==> src/rtl/tone_pkg.sv <==
// Shared constants, width helpers and channel-state layout for the multi-channel tone generator.
package tone_pkg;

  localparam int unsigned NUM_CH_DEF = 4;
  localparam int unsigned DIV_W_DEF  = 20;

  // Mix level must represent 0..n inclusive.
  function automatic int unsigned mix_width(int unsigned n);
    return $clog2(n + 1);
  endfunction

  function automatic int unsigned ch_idx_width(int unsigned n);
    return (n > 1) ? $clog2(n) : 1;
  endfunction

  typedef struct packed {
    logic [DIV_W_DEF-1:0] active_div;
    logic [DIV_W_DEF-1:0] pend_div;
    logic                 pend;
    logic [DIV_W_DEF-1:0] count;
    logic                 tone;
  } ch_state_t;

endpackage

==> src/rtl/tone_ch.sv <==
// One tone channel: half-period down-counter, pending divider and square-wave toggle.
// TONE_GEN_DUTY_EN adds a per-write duty code that stretches the low half-period.
module tone_ch
  import tone_pkg::*;
#(
  parameter int unsigned DIV_W = DIV_W_DEF
) (
  input  logic             clk,
  input  logic             reset_,
  input  logic             wr,
  input  logic [DIV_W-1:0] wr_div,
`ifdef TONE_GEN_DUTY_EN
  input  logic [1:0]       wr_duty,
`endif
  input  logic             sync_clr,
  output logic             tone,
  output logic             pend
);

`ifdef TONE_GEN_DUTY_EN
  localparam int unsigned CNT_W = DIV_W + 3;
`else
  localparam int unsigned CNT_W = DIV_W;
`endif

  typedef struct packed {
    logic [DIV_W-1:0] active_div;
    logic [DIV_W-1:0] pend_div;
    logic             pend;
    logic [CNT_W-1:0] count;
    logic             tone;
  } state_t;

  state_t st_q, st_d;

  logic [DIV_W-1:0] next_div;
  logic [1:0]       wr_duty_v;
  logic [1:0]       next_duty;
  logic             running;
  logic             wrap;

  // Low half lasts (div+1) << duty clocks; with duty 0 this reduces to div.
  function automatic logic [CNT_W-1:0] low_reload(logic [DIV_W-1:0] div, logic [1:0] duty);
    logic [CNT_W:0] len;
    len = (CNT_W+1)'(div) + (CNT_W+1)'(1);
    len = len << duty;
    return CNT_W'(len - (CNT_W+1)'(1));
  endfunction

  assign running  = (st_q.active_div != '0);
  assign wrap     = running && (st_q.count == '0);
  assign next_div = st_q.pend ? st_q.pend_div : st_q.active_div;

`ifdef TONE_GEN_DUTY_EN
  logic [1:0] active_duty_q, active_duty_d, pend_duty_q, pend_duty_d;

  assign wr_duty_v = wr_duty;
  assign next_duty = st_q.pend ? pend_duty_q : active_duty_q;

  always_comb begin
    active_duty_d = active_duty_q;
    pend_duty_d   = pend_duty_q;
    if (running && (sync_clr || wrap)) begin
      active_duty_d = next_duty;
    end else if (!running && wr && (wr_div != '0)) begin
      active_duty_d = wr_duty;
    end
    if (running && wr) begin
      pend_duty_d = wr_duty;
    end
  end

  always_ff @(posedge clk or negedge reset_) begin
    if (!reset_) begin
      active_duty_q <= 2'b00;
      pend_duty_q   <= 2'b00;
    end else begin
      active_duty_q <= active_duty_d;
      pend_duty_q   <= pend_duty_d;
    end
  end
`else
  assign wr_duty_v = 2'b00;
  assign next_duty = 2'b00;
`endif

  always_comb begin
    st_d = st_q;
    if (running && sync_clr) begin
      // Clear wins over a wrap; a pending divider is promoted before restarting the low half.
      st_d.active_div = next_div;
      st_d.pend       = 1'b0;
      st_d.tone       = 1'b0;
      st_d.count      = (next_div == '0) ? '0 : low_reload(next_div, next_duty);
    end else if (wrap) begin
      st_d.active_div = next_div;
      st_d.pend       = 1'b0;
      if (next_div == '0) begin
        st_d.tone  = 1'b0;
        st_d.count = '0;
      end else begin
        st_d.tone  = ~st_q.tone;
        st_d.count = st_q.tone ? low_reload(next_div, next_duty) : CNT_W'(next_div);
      end
    end else if (running) begin
      st_d.count = st_q.count - CNT_W'(1);
    end else if (wr && (wr_div != '0)) begin
      st_d.active_div = wr_div;
      st_d.count      = low_reload(wr_div, wr_duty_v);
      st_d.tone       = 1'b0;
    end
    // A write to a running channel always lands in the pending slot, even on a wrap or clear.
    if (running && wr) begin
      st_d.pend_div = wr_div;
      st_d.pend     = 1'b1;
    end
  end

  always_ff @(posedge clk or negedge reset_) begin
    if (!reset_) begin
      st_q <= '0;
    end else begin
      st_q <= st_d;
    end
  end

  assign tone = st_q.tone;
  assign pend = st_q.pend;

endmodule

==> src/rtl/tone_gen_multi.sv <==
// Multi-channel square-wave pitch generator: write decode, channel array and registered mix level.
// Optional macro TONE_GEN_DUTY_EN adds the wr_duty input for non-50% duty cycles.
module tone_gen_multi
  import tone_pkg::*;
#(
  parameter int unsigned NUM_CH = NUM_CH_DEF,
  parameter int unsigned DIV_W  = DIV_W_DEF,
  localparam int unsigned MIX_W = mix_width(NUM_CH),
  localparam int unsigned CH_W  = ch_idx_width(NUM_CH)
) (
  input  logic              clk,
  input  logic              reset_,
  input  logic              wr_en,
  input  logic [CH_W-1:0]   wr_ch,
  input  logic [DIV_W-1:0]  wr_div,
`ifdef TONE_GEN_DUTY_EN
  input  logic [1:0]        wr_duty,
`endif
  input  logic [NUM_CH-1:0] ch_en,
  input  logic              sync_clr,
  output logic [NUM_CH-1:0] tone_out,
  output logic [NUM_CH-1:0] pend,
  output logic [MIX_W-1:0]  mix
);

  logic [NUM_CH-1:0] wr_hit;
  logic [NUM_CH-1:0] tone;
  logic [MIX_W-1:0]  mix_d, mix_q;

  // Out-of-range indices match no channel, so such writes are dropped.
  for (genvar i = 0; i < NUM_CH; i++) begin : g_ch
    assign wr_hit[i] = wr_en && (wr_ch == CH_W'(i));

    tone_ch #(
      .DIV_W(DIV_W)
    ) u_ch (
      .clk     (clk),
      .reset_  (reset_),
      .wr      (wr_hit[i]),
      .wr_div  (wr_div),
`ifdef TONE_GEN_DUTY_EN
      .wr_duty (wr_duty),
`endif
      .sync_clr(sync_clr),
      .tone    (tone[i]),
      .pend    (pend[i])
    );
  end

  assign tone_out = tone & ch_en;

  always_comb begin
    mix_d = '0;
    for (int i = 0; i < NUM_CH; i++) begin
      mix_d = mix_d + MIX_W'(tone_out[i]);
    end
  end

  always_ff @(posedge clk or negedge reset_) begin
    if (!reset_) begin
      mix_q <= '0;
    end else begin
      mix_q <= mix_d;
    end
  end

  assign mix = mix_q;

endmodule
==> config.mk <==
export PLATFORM = sky130hd
export DESIGN_NAME = tone_gen_multi
export DESIGN_NICKNAME = d
export VERILOG_FILES = /design/src/rtl/tone_pkg.sv /design/src/rtl/tone_ch.sv /design/src/rtl/tone_gen_multi.sv
export SDC_FILE = /design/constraint.sdc
export NUM_CORES = 1
export LEC_CHECK = 0
export ABC_CLOCK_PERIOD_IN_PS = 2700
export CORE_UTILIZATION = 34
export CTS_CLUSTER_SIZE = 24
export DETAILED_ROUTE_END_ITERATION = 16
export HOLD_SLACK_MARGIN = 0.1
export PLACE_DENSITY_LB_ADDON = 0.3
export RECOVER_POWER = 25
export SKIP_CTS_REPAIR_TIMING = 1
export SYNTH_ARGS = -nofsm -noshare
export SYNTH_HDL_FRONTEND = slang
export SYNTH_SLANG_ARGS = --single-unit
==> constraint.sdc <==
create_clock -name clk -period 2.7 [get_ports clk]
set_clock_uncertainty 0.05 [all_clocks]
set_input_delay 0.54 -clock clk [delete_from_list [all_inputs] [get_ports clk]]
set_output_delay 0.54 -clock clk [all_outputs]
set_load 0.1 [all_outputs]
==> reports/results.txt, run 1 <==
The logs give 71.4 mm for the first-pass GRT wire length and 30.8% for the met1 track utilization from global routing. The tree built by TritonCTS fans out to 251 sinks. The die covers 42500 µm². The share of cell area taken by muxes after synthesis was 14.6%. The maximum frequency from static timing analysis was 381 MHz; the remaining number of nets flagged by the antenna check after routing was 0.

The critical path class was reg2reg. The clock passes through at most 3 buffers. Number of enable-type register cells in the synthesized netlist: 0.

The initialized floorplan defines 74 standard-cell rows. Headroom to the max-slew limit came out at -16.0%. Mean area per synthesized cell: 9.68 µm². HPWL reported at the end of detailed placement: 31.8 mm. For the Yosys warning count, the log shows 0. The finished layout holds 2110 standard cells, fillers aside.

The number of diodes was 0. In the final routed layout, each cell accounts on average for 21.7 µm. Once the floorplan was initialized, standard cells occupied 34.6% of the core. TritonCTS built the clock tree. For met2 alone, demand over resource in global routing was 34.4%. Along the worst path, the maximum fanout reaches 11. The number of hold violations in the final report was 0.

The nature of the critical path endpoint was a flop. Max-capacitance violation count: 1. For the pin with the worst max-slew slack, the measured transition is 1.74 ns. For this run, design rule violations remaining after detail routing come to 0. STA classifies the critical path startpoint as a flop.

Before CTS, the worst setup slack after placement is -0.417 ns. The share of synthesized cell area in full adder, half adder and majority cells works out to 1.02%. The cell sitting at the root of the clock tree is a clkbuf_16.

Global routing consumed, on the met3 layer, 3.22% of the routing resources. The number of distinct library cells after synthesis was 75; the largest vdd supply drop was 0.489 mV. The post-synthesis compound-gate area fraction was 15.8%. The run gives 1 as the number of H-tree branching levels. The initial antenna violation count was 0; the sum of routed wire length over all layers was 45.9 mm. The data required time at the worst endpoint came out at 3.07 ns. The ratio of cells with drive above 1 in the final layout works out to 19.9%.

The xor-xnor portion of the synthesized cell area came out at 2.91%. Power spread over the standard cell area amounts to 742 nW/µm². After synthesis the cells add up to 14200 µm². Setup repair after global routing could not meet its margin everywhere.

The insertion delay to the later sink of the worst-skew pair was 0.56 ns. In this run the tool buffered the top-level ports with 40 buffer cells. Summed over all instances, the cell type with the most area after synthesis is dfrtp_1.

The run gives 61 as the total count of max-transition violations in the final report. Most common cell in the synthesized netlist: dfrtp_1. The global routing stage identified its most utilized layer as met2. The run gives 7.17 nW as the leakage power total.

By count the netlist is led by dfrtp_1 (251), nand2_1 (163), mux2i_1 (115). In the final design database the tool counted 1598 nets. The logs give 29 for the total CTS buffers and 0 for the leftover overflow at the end of global routing. The tools report the synthesized netlist net count as 1504.

Of the synthesized area, sequential elements account for 44.3%. Synthesis inferred 251 register bits. Post-synthesis to final-layout area growth: 20.3%.

The checks that failed: max-capacitance violations, max-slew violations. The final critical path takes up 97.1% of the cycle. The die width was 206 µm; the simple logic cell fraction of the synthesized area was 17.5%. Setup violations remaining at the end of the flow were counted as 0. The run gives 12231 as the overall via count from detail_route.

The first detailed-routing pass took 5 iterations. In the post-route analysis, the smallest setup slack over all paths is 0.0775 ns. The number of DRC markers after the initial detailed-route iteration came out at 1310.

The run finished, with violations left. The die height is 206 µm, and the area of the core region is 40900 µm². In the post-synthesis netlist, the biggest area contributors are dfrtp_1 (44%), mux2i_1 (8.1%), mux2_2 (6.5%), nand2_1 (4.3%), o21ai_0 (3.0%).

Pin placement for this block handled 41 I/O pins. The logs give 2057 for the placed cell count and 1463 for the synthesized instance count. Data arrives at the worst endpoint at 2.99 ns. The largest family of logic cells by synthesized area is simple AND/OR/NAND/NOR gates. The share of Yosys cell area claimed by the top area cell type is 44.3%, and the largest net degree at the start of global routing is 70. The async set-reset flop share out of synthesis was 100%. The via count of the first global-routing pass is 11951.

Global routing used 21.8% of the available tracks across all layers. The via count normalized by instance count works out to 5.80. Counting I/O delays and the setup requirement, the final critical path takes 2.62 ns. In the synthesized netlist the dominant register cell turns out to be dfrtp_1. Clock-pin slew was measured on the worst setup and hold paths at 0.06 ns. The worst hold path class was reg2reg.

At the end of routability-driven placement, the weighted congestion stood at 0.872.
## area by class of cell
| class | count | area [µm²] |
|---|---|---|
| sequential | 251 | 6280 |
| multi-input combinational | 1079 | 7370 |
| inverter | 23 | 86.3 |
| clock buffer | 41 | 831 |
| clock inverter | 11 | 186 |
| timing repair buffer | 173 | 1620 |
| tap | 532 | 666 |
| fill | 3951 | 23900 |
## worst paths after layout
check	slack (ns)	depth (start not counted)	end	start
min in group asynchronous	0.92	2	g_ch[3].u_ch.st_q[1]	reset_
hold / removal	0.44	1	g_ch[0].u_ch.tone	g_ch[0].u_ch.tone
max in group asynchronous	0.35	3	g_ch[2].u_ch.st_q[12]	reset_
setup reg to reg	0.08	7	g_ch[1].u_ch.st_q[45]	g_ch[1].u_ch.st_q[8]
hold reg to reg	0.44	1	g_ch[0].u_ch.tone	g_ch[0].u_ch.tone
setup / recovery	0.08	7	g_ch[1].u_ch.st_q[45]	g_ch[1].u_ch.st_q[8]
## worst max-delay path, cell delays in order, from the launching register on
cell     delay [ns]
dfrtp_1        0.42
or4_4          0.57
or3_1          0.44
o31ai_4        0.32
buf_4          0.23
a21oi_1        0.07
a21oi_1        0.23
o21ai_0        0.14
## where the power goes
group | switching, mW | internal (mW)
Sequential | 0.904 | 4.61
Combinational | 1.51 | 1.37
Clock | 1.65 | 2.60
## cell usage in the layout (no fill, tap or decap), types with 23 or more instances in the layout
cell             Yosys  layout
clkdlybuf4s50_1      0      28
nor2_1             110     110
clkbuf_16            0      29
mux2i_1            115     115
o211ai_1            30      30
nand2_1            163     163
xor2_1              25      25
o21ai_0             84      84
a21oi_1             57      57
inv_1               23      23
nand3_1             35      35
nor4_1              57      57
a221o_1             36      36
a211oi_1            24      24
dfrtp_1            251     251
nor3_1              37      35
buf_4                5     120
mux2_2              82      82
## per-layer routing
metal	up-vias	routed length, µm
met5	-	0
met2	446	21100
li1	5594	-
met3	75	3030
met4	0	1220
met1	6116	20500
## stage by stage
step           util, %  TNS [ns]  power, mW  hold slack [ns]  cell area (µm²)
2_1_floorplan        -         0       7.30            0.194            14200
3_3_place_gp      39.1    -40.40       8.31            0.430            16000
3_5_place_dp      39.1    -44.37       8.39            0.436            16000
4_1_cts           41.6         0       12.7           -0.112            17000
5_1_grt           41.6   -0.0285       13.3            0.464            17000
6_report          41.6         0       12.6            0.439            17000
## cell families (layout without fill, tap and decap cells)
| logic type | Yosys count | count (layout) |
|---|---|---|
| compound gates | 319 | 319 |
| mux | 197 | 197 |
| fa+ha+maj | 11 | 11 |
| xor+xnor | 47 | 47 |
| buf+inv | 133 | 248 |
| simple gates | 505 | 505 |
| flops | 251 | 251 |
## state kept, by name, summed over array words and instances, names as in the netlist
register / cells
g_ch.u_ch.pend: 4
g_ch.u_ch.st_q: 240
mix: 3
g_ch.u_ch.tone: 4
Power figures use the tool's default switching activity.
==> inputs of run 2 (changes only) <==
- ABC_AREA: not set -> 1
==> run 2 against run 1 <==
Compared with the run above: the flow now finishes without violations; first-iteration DRC count increased by 0.69%; cell area grew 8.0%; via count is 26% higher; final cell count rose by 43%; die area rose by 9.8%; clock power up 12%; count of clock-buffer cells in the layout down 2; worst hold slack lost 0.0077 ns; total power up 8.4%; maximum frequency is 9.0% higher; largest power group unchanged; highest routed layer unchanged.
==> reports/results.txt, run 2 <==
The kind of cell adding the most delay to the critical path was simple AND/OR/NAND/NOR gates (unchanged). The tools report the nature of the critical path endpoint as a flop (unchanged). The area of combinational cells with multiple inputs is 8100 µm² (was 7370 µm²), and the number of clock sinks is 251 (unchanged). The ratio of cells with drive above 1 in the final layout came out at 9.89% (was 19.9%). The Yosys warning count came out at 0 (unchanged). The largest fanout of any net on the critical path was 27 (was 11); the net count of the finished layout was 2443 (was 1598).

The worst path arrival time came out at 2.81 ns (was 2.99 ns). The cell repeated most along the worst path is nand2_1 (was a21oi_1). The HPWL reported at the end of detailed placement was 38.4 mm (was 31.8 mm); the overall global routing resource usage was 22.8% (was 21.8%). The initial antenna violation count came out at 0 (unchanged). The logs give 78 (was 74) for the row count and 2969 (was 2057) for the placed cell count.

Clock transition at the registers of the reported paths: 0.06 ns (about the same). The post-route fraction of the period consumed by the critical path was 89.1% (was 97.1%). Cells traversed along the worst timing path: inv_1 > ha_1 > nand2_1 > nor2_1 > nand2_1 > nor2_1 > nand2_1 > nand2_1 > buf_12 > nand3_1 > nand3_1 > nand2_1 (was or4_4 > or3_1 > o31ai_4 > buf_4 > a21oi_1 > a21oi_1 > o21ai_0). The tools report the leakage power total as 9.36 nW (was 7.17 nW). The tools report the hold-critical path endpoint as g_ch[0].u_ch.st_q[40] (was g_ch[0].u_ch.tone). The sum of routed wire segments on met1 is 24.9 mm (was 20.5 mm), and the instance count on the critical path is 12 (was 7). The run gives 65 (was 70) as the largest net degree at the start of global routing. The count of buffering cells on the critical path with inverters included was 2 (was 1); the total CTS buffers was 30 (was 29).

The number of hold violations in the final report was 0 (unchanged). The number of primary I/O pins is 41 (unchanged), and the via count of the first global-routing pass is 14465 (was 11951). The tools report the startpoint kind of the worst setup timing path as a flop (unchanged). Post-detailed-route DRC marker count: 0 (unchanged).

The number of standard cells in the layout, taps in and fillers out came out at 3026 (was 2110). The launching point of the worst reg2reg path was g_ch[1].u_ch.st_q[1] (was g_ch[1].u_ch.st_q[8]). The run gives 0.431 ns (was 0.439 ns) as the worst hold slack. The leftover overflow at the end of global routing is 0 (unchanged).

The largest stage delay on the critical path was 0.38 ns (was 0.57 ns). The logs give 0 (unchanged) for the number of diodes and 2326 (was 1463) for the synthesized instance count. The number of distinct library cells after synthesis came out at 46 (was 75). The tools report the startpoint of the most critical hold path as g_ch[0].u_ch.st_q[40] (was g_ch[0].u_ch.tone). For the total count of max-transition violations in the final report, the log shows 0 (was 61).

For the relative max-transition margin, the log shows 16.4% (was -16.0%). The clock root buffer was clkbuf_16 (unchanged). Most common cell in the synthesized netlist: nand2_1 (was dfrtp_1). The run finished with clean final reports. Final critical delay including setup and external delays: 2.41 ns (was 2.62 ns). Worst hold path class: reg2reg (unchanged).

Critical path class: reg2reg (unchanged). The tools report the area of the core region as 45300 µm² (was 40900 µm²). The run gives 1 (unchanged) as the number of H-tree branching levels.

The number of flip-flops under the largest register name is 240 (unchanged). Most frequent cells after synthesis: nand2_1 (863), nor2_1 (290), dfrtp_1 (251), nand3_1 (251), o21ai_0 (172) (was dfrtp_1 (251), nand2_1 (163), mux2i_1 (115)). The insertion delay to the later sink of the worst-skew pair was 0.57 ns (was 0.56 ns). The setup violation total in the final timing report came out at 0 (unchanged). The share of Yosys cell area claimed by the top area cell type is 40.4% (was 44.3%). The post-synthesis register bit count works out to 251 (unchanged). The most frequent standard cell in the layout excluding fill and tap cells was nand2_1 (was dfrtp_1). The master of the slowest instance on the critical path is dfrtp_1 (was or4_4). The met2 wire length is 22.7 mm (was 21.1 mm). Areal power density over the cells: 745 nW/µm² (was 742 nW/µm²).

The run gives 40.4% (was 44.3%) as the register area share after synthesis. Library cell occupying the most area in the post-synthesis netlist: dfrtp_1 (unchanged). The average wire per standard cell came out at 17.5 µm (was 21.7 µm). The tools report the cell area after synthesis as 15600 µm² (was 14200 µm²).

The number of enable-type register cells in the synthesized netlist came out at 0 (unchanged). End of the worst register-to-register path: g_ch[1].u_ch.st_q[9] (was g_ch[1].u_ch.st_q[45]). Async set-reset flop share out of synthesis: 100% (unchanged). The logs give 3 (unchanged) for the maximum buffer depth of the clock tree and 3.81 mm (was 3.03 mm) for the wire length on met3. The register ranked first by flip-flop count is g_ch.u_ch.st_q (unchanged). For the detailed-routing iteration count for the pre-antenna-repair pass, the log shows 5 (unchanged). The logs give 46600 µm² (was 42500 µm²) for the die area and 15463 (was 12231) for the overall via count from detail_route. The run gives 2367 (was 1504) as the synthesized netlist net count. The die height is 216 µm (was 206 µm), and the final weighted congestion in routability-driven placement is 0.917 (was 0.872). The die width is 216 µm (was 206 µm). Via count normalized by instance count: 5.11 (was 5.80). Number of buffers inserted by port buffering: 40 (unchanged).

The largest vdd supply drop was 0.551 mV (was 0.489 mV). TritonCTS built the clock tree. The post-synthesis to final-layout area growth came out at 18.3% (was 20.3%).

For the max-capacitance violation count, the log shows 0 (was 1). The transition time at the pin with the least slew margin came out at 1.25 ns (was 1.74 ns). The tools report the sum of routed wire length over all layers as 52.9 mm (was 45.9 mm). The number of cells on the worst hold path was 2 (was 1). Dominant cells by area after synthesis: dfrtp_1 (40%), nand2_1 (21%), nand3_1 (8.1%), nor2_1 (7.0%), o21ai_0 (5.5%) (was dfrtp_1 (44%), mux2i_1 (8.1%), mux2_2 (6.5%), nand2_1 (4.3%), o21ai_0 (3.0%)). The worst-case reg-to-reg path depth is 12 (was 7).

The mean area per synthesized cell is 6.69 µm² (was 9.68 µm²). Most frequent cells in the layout: nand2_1 (863), nor2_1 (290), nand3_1 (251), dfrtp_1 (251), o21ai_0 (172) (was dfrtp_1 (251), nand2_1 (163), buf_4 (120)). The number of DRC markers after the initial detailed-route iteration is 1319 (was 1310), and the internal reg-to-reg setup slack is 0.29 ns (was 0.08 ns). Setup repair after global routing left no endpoint under its margin.

The most used flip-flop cell after synthesis was dfrtp_1 (unchanged). The maximum frequency from static timing analysis is 415 MHz (was 381 MHz), and the utilization after layout is 40.6% (was 41.6%). The tools report the count of fill cells added during filler insertion as 4772 (was 3951). The highest routed metal layer was met4 (unchanged). The effective utilization at floorplan was 34.4% (was 34.6%). The tools report the area taken by flip-flops and latches as 6280 µm² (unchanged). The first-pass GRT wire length was 83.9 mm (was 71.4 mm); the remaining number of nets flagged by the antenna check after routing was 0 (unchanged).

The data required time at the worst endpoint came out at 3.10 ns (was 3.07 ns).
run 2: metal layers:
metal / track usage (%) / vias to the layer above
met1: 33.6 / 7293
li1: - / 7561
met3: 3.50 / 83
met2: 34.4 / 526
met4: 6.24 / 0
met5: 0 / -
run 2: power breakdown:
part,internal [mW],leakage [nW],switching (mW)
clock,3.02,0.569,1.72
combinational,1.33,5.67,2.44
sequential,4.50,3.12,0.700
run 2: cell families after synthesis:
kind of cell | after synthesis | synth area share (%)
AO/OA/AOI/OAI | 225 | 7.75
XOR/XNOR | 23 | 1.29
adder cells (fa/ha/maj) | 11 | 0.933
buffers and inverters | 278 | 7.65
flip-flops | 251 | 40.4
multiplexers | 12 | 0.772
AND/OR/NAND/NOR | 1526 | 41.2
run 2: how the worst max path moves through the flow:
stage                                startpoint               endpoint  slack [ns]
final                      g_ch[1].u_ch.st_q[1]   g_ch[1].u_ch.st_q[9]        0.29
after global routing      g_ch[1].u_ch.st_q[42]   g_ch[1].u_ch.st_q[2]        0.10
after CTS                 g_ch[1].u_ch.st_q[42]  g_ch[1].u_ch.st_q[52]        0.34
after detailed placement              wr_div[7]      g_ch[3].u_ch.tone       -0.08
after global placement                wr_div[7]      g_ch[3].u_ch.tone       -0.05
after floorplan                      wr_div[13]   g_ch[3].u_ch.st_q[6]        0.78
run 2: through the flow:
stage / area (µm²) / power (mW) / TNS, ns / setup WS, ns
3_5_place_dp: 17300 / 8.98 / -2.03 / -0.0823
6_report: 18400 / 13.7 / 0 / 0.293
5_1_grt: 18400 / 14.6 / 0 / 0.101
4_1_cts: 18400 / 13.8 / 0 / 0.341
2_1_floorplan: 15600 / 7.75 / 0 / 0.777
3_3_place_gp: 17300 / 8.90 / -0.945 / -0.0473
run 2: cell type report:
type	instances	area share (%)
multi-input cells	1797	44.0
flip-flops and latches	251	34.1
repair buffers	144	7.81
clock buffers	39	4.70
well taps	600	4.08
inverters	178	3.67
clock inverters	17	1.62
run 2: worst register-to-register path: stages (launching register included):
cell and delay (ns):
dfrtp_1 0.38, inv_1 0.12, ha_1 0.26, nand2_1 0.08
nor2_1 0.17, nand2_1 0.07, nor2_1 0.18, nand2_1 0.15
nand2_1 0.25, buf_12 0.21, nand3_1 0.19, nand3_1 0.14
nand2_1 0.05
==> inputs of run 3 (changes only) <==
- ABC_CLOCK_PERIOD_IN_PS: 2700 -> not set
- CELL_PAD_IN_SITES_DETAIL_PLACEMENT: not set -> 0
- CELL_PAD_IN_SITES_GLOBAL_PLACEMENT: not set -> 1
- clock period: 2.7 -> 2.33 ns (I/O delays scaled with it)
==> run 3 against run 2 <==
Compared with the run above: count of clock-buffer cells in the layout is 8 higher; largest cell class unchanged; clock power is 14% higher; the flow now finishes with violations (max-capacitance violations, max-slew violations); flip-flop and latch count stayed put; core utilization is 0.88 points higher; worst setup slack worse by 0.16 ns; critical path depth is 7 lower; combinational power is 20% higher; sequential power is 16% higher; final cell count is 1.5% higher; sequential share of layout area is 0.72 points lower.
==> reports/results.txt, run 3 (synthesized netlist as in run 2, its figures left out) <==
The final worst setup slack came out at 0.129 ns (was 0.293 ns). For the switching component of the power, the log shows 5.82 mW (was 4.86 mW). Maximum buffer depth of the clock tree: 3 (unchanged). The critical path class was in2out (was reg2reg). Worst-case reg-to-reg path depth: 12 (unchanged). For the row count, the log shows 78 (unchanged).

Cells traversed along the worst timing path: clkdlybuf4s50_1 > nand2_2 > buf_4 > inv_1 > buf_12 (was inv_1 > ha_1 > nand2_1 > nor2_1 > nand2_1 > nor2_1 > nand2_1 > nand2_1 > buf_12 > nand3_1 > nand3_1 > nand2_1). The logs give 9.59 nW (was 9.36 nW) for the leakage power total and 2490 (was 2443) for the net count of the finished layout. The tools report the number of hold violations in the final report as 0 (unchanged). The master of the slowest instance on the critical path was clkdlybuf4s50_1 (was dfrtp_1). The internal reg-to-reg setup slack was 0.17 ns (was 0.29 ns); the largest net degree at the start of global routing was 54 (was 65). The number of H-tree branching levels came out at 2 (was 1).

The startpoint kind of the worst setup timing path is an input port (was a flop). The largest stage delay on the critical path is 0.50 ns (was 0.38 ns), and the remaining number of nets flagged by the antenna check after routing is 0 (unchanged). For the final weighted congestion in routability-driven placement, the log shows 0.877 (was 0.917). The logs give 41.5% (was 40.6%) for the utilization after layout and -0.343 ns (was -0.0823 ns) for the minimum setup slack after placement. The total CTS buffers came out at 34 (was 30).

The post-route fraction of the period consumed by the critical path works out to 94.5%. The post-route standard cell area excluding fillers was 18800 µm² (was 18400 µm²). The number of clock sinks was 251 (unchanged). The number of buffers inserted by port buffering was 40 (unchanged); the placed instance area was 17700 µm² (was 17300 µm²). The tools report the overall via count from detail_route as 15417 (was 15463). TritonCTS built the clock tree.

The placed cell count is 3012 (was 2969). The tools report the initial antenna violation count as 2 (was 0). The launching point of the worst reg2reg path was g_ch[1].u_ch.st_q[1] (unchanged). Worst hold path class: reg2reg (unchanged). The clock transition at the registers of the reported paths came out at 0.05 ns (was 0.06 ns). The run finished, with violations left. The total negative slack for setup checks is 0 ns (unchanged).

The transition time at the pin with the least slew margin came out at 1.52 ns (was 1.25 ns). For the data required time at the worst endpoint, the log shows 1.81 ns (was 3.10 ns). The origin of the worst setup path was ch_en[0] (was g_ch[1].u_ch.st_q[1]).

After layout, the minimum clock period comes to 2.20 ns. The leftover overflow at the end of global routing is 0 (unchanged), and the overall global routing resource usage is 24.4% (was 22.8%). The tools report the share of total power in the clock network as 33.9% (was 34.6%). For the insertion delay to the later sink of the worst-skew pair, the log shows 0.55 ns (was 0.57 ns).

The average wire per standard cell is 18.2 µm (was 17.5 µm), and the number of flip-flops under the largest register name is 240 (unchanged). The clock root buffer is clkbuf_16 (unchanged). The logs give 5 (unchanged) for the detailed-routing iteration count for the pre-antenna-repair pass and 37.7% (was 37.9%) for the share of total power in sequential cells. The logs give 0 (unchanged) for the setup violation total in the final timing report and 3072 (was 3026) for the number of standard cells in the layout, taps in and fillers out.

Most frequent cells in the layout: nand2_1 (861), nor2_1 (289), dfrtp_1 (251) (was nand2_1 (863), nor2_1 (290), nand3_1 (251), dfrtp_1 (251), o21ai_0 (172)). The run gives 10.1 mW (was 8.85 mW) as the internal power consumption. The tools report the overall power consumption as 16.0 mW (was 13.7 mW).

The end of the worst register-to-register path was g_ch[1].u_ch.st_q[8] (was g_ch[1].u_ch.st_q[9]). The proportion of total power due to net switching works out to 36.5% (was 35.4%). The checks that failed: max-capacitance violations, max-slew violations.

HPWL reported at the end of detailed placement: 40.2 mm (was 38.4 mm). The via count normalized by instance count works out to 5.02 (was 5.11). For the number of diodes, the log shows 0 (unchanged).

Via count of the first global-routing pass: 15125 (was 14465). The sum of routed wire length over all layers came out at 55.9 mm (was 52.9 mm). The die width is 216 µm (unchanged), and the number of primary I/O pins is 41 (unchanged). Die height: 216 µm (unchanged). The number of DRC markers after the initial detailed-route iteration was 1238 (was 1319); the ratio of cells with drive above 1 in the final layout was 11.6% (was 9.89%).

The timing endpoint of the critical path was tone_out[0] (was g_ch[1].u_ch.st_q[9]). The nature of the critical path endpoint was a primary output (was a flop). The post-synthesis to final-layout area growth is 20.8% (was 18.3%), and the relative max-transition margin is -1.61% (was 16.4%).

The areal power density over the cells came out at 848 nW/µm² (was 745 nW/µm²). The largest fanout of any net on the critical path is 2 (was 27), and the max-capacitance violation count is 1 (was 0). For the post-detailed-route DRC marker count, the log shows 0 (unchanged).

For this run, the top clock speed supported by timing is 454 MHz. The logs give 28.4% (was 27.5%) for the combinational fraction of design power and 0.428 ns (was 0.431 ns) for the worst hold slack. The logs give 1.68 ns (was 2.81 ns) for the worst path arrival time and 45300 µm² (unchanged) for the area of the core region. The register ranked first by flip-flop count is g_ch.u_ch.st_q (unchanged).

The total count of max-transition violations in the final report was 52 (was 0); the die area was 46600 µm² (unchanged). The most frequent standard cell in the layout excluding fill and tap cells was nand2_1 (unchanged). The logs give 0.550 mV (was 0.551 mV) for the largest vdd supply drop and 87.4 mm (was 83.9 mm) for the first-pass GRT wire length. The effective utilization at floorplan came out at 34.4% (unchanged).
run 3: area by class of cell:
type                            count  area, µm²
Clock inverter                     12        160
Tap cell                          600        751
Inverter                          178        676
Sequential cell                   251       6280
Multi-Input combinational cell   1797       8110
Fill cell                        4791      26500
Clock buffer                       47        970
Timing Repair Buffer              187       1860
run 3: routing by layer:
| metal | vias to the layer above | share of wire (%) | track usage [%] |
|---|---|---|---|
| met5 | - | 0.014 | 0 |
| met4 | 2 | 3.4 | 8.47 |
| met3 | 85 | 6.6 | 4.92 |
| met2 | 367 | 43 | 37.4 |
| met1 | 7311 | 47 | 34.0 |
| li1 | 7652 | - | - |
run 3: how the worst min path moves through the flow:
stage / startpoint / endpoint / slack, ns / cells after the start
final: g_ch[0].u_ch.st_q[31] / g_ch[0].u_ch.st_q[31] / 0.43 / 2
after CTS: reset_ / g_ch[3].u_ch.st_q[47] / -0.17 / 1
after global placement: reset_ / g_ch[3].u_ch.st_q[19] / 0.41 / 1
after floorplan: reset_ / g_ch[0].u_ch.pend / 0.12 / 0
after detailed placement: reset_ / g_ch[3].u_ch.st_q[19] / 0.40 / 1
after global routing: g_ch[0].u_ch.st_q[31] / g_ch[0].u_ch.st_q[31] / 0.44 / 2
run 3: worst max-delay path: cells and delay by family:
family                 cells  cell delay, ns
buffers and inverters      4            1.06
AND/OR/NAND/NOR            1            0.15
run 3: power by group through the flow:
stage / registers [mW] / clock network (mW) / logic (mW)
finish: 6.02 / 5.41 / 4.53
global route: 6.14 / 5.66 / 5.22
CTS: 6.01 / 5.49 / 4.55
detailed placement: 6.07 / 0 / 4.52
global placement: 6.06 / 0 / 4.46
floorplan: 5.84 / 0 / 3.15
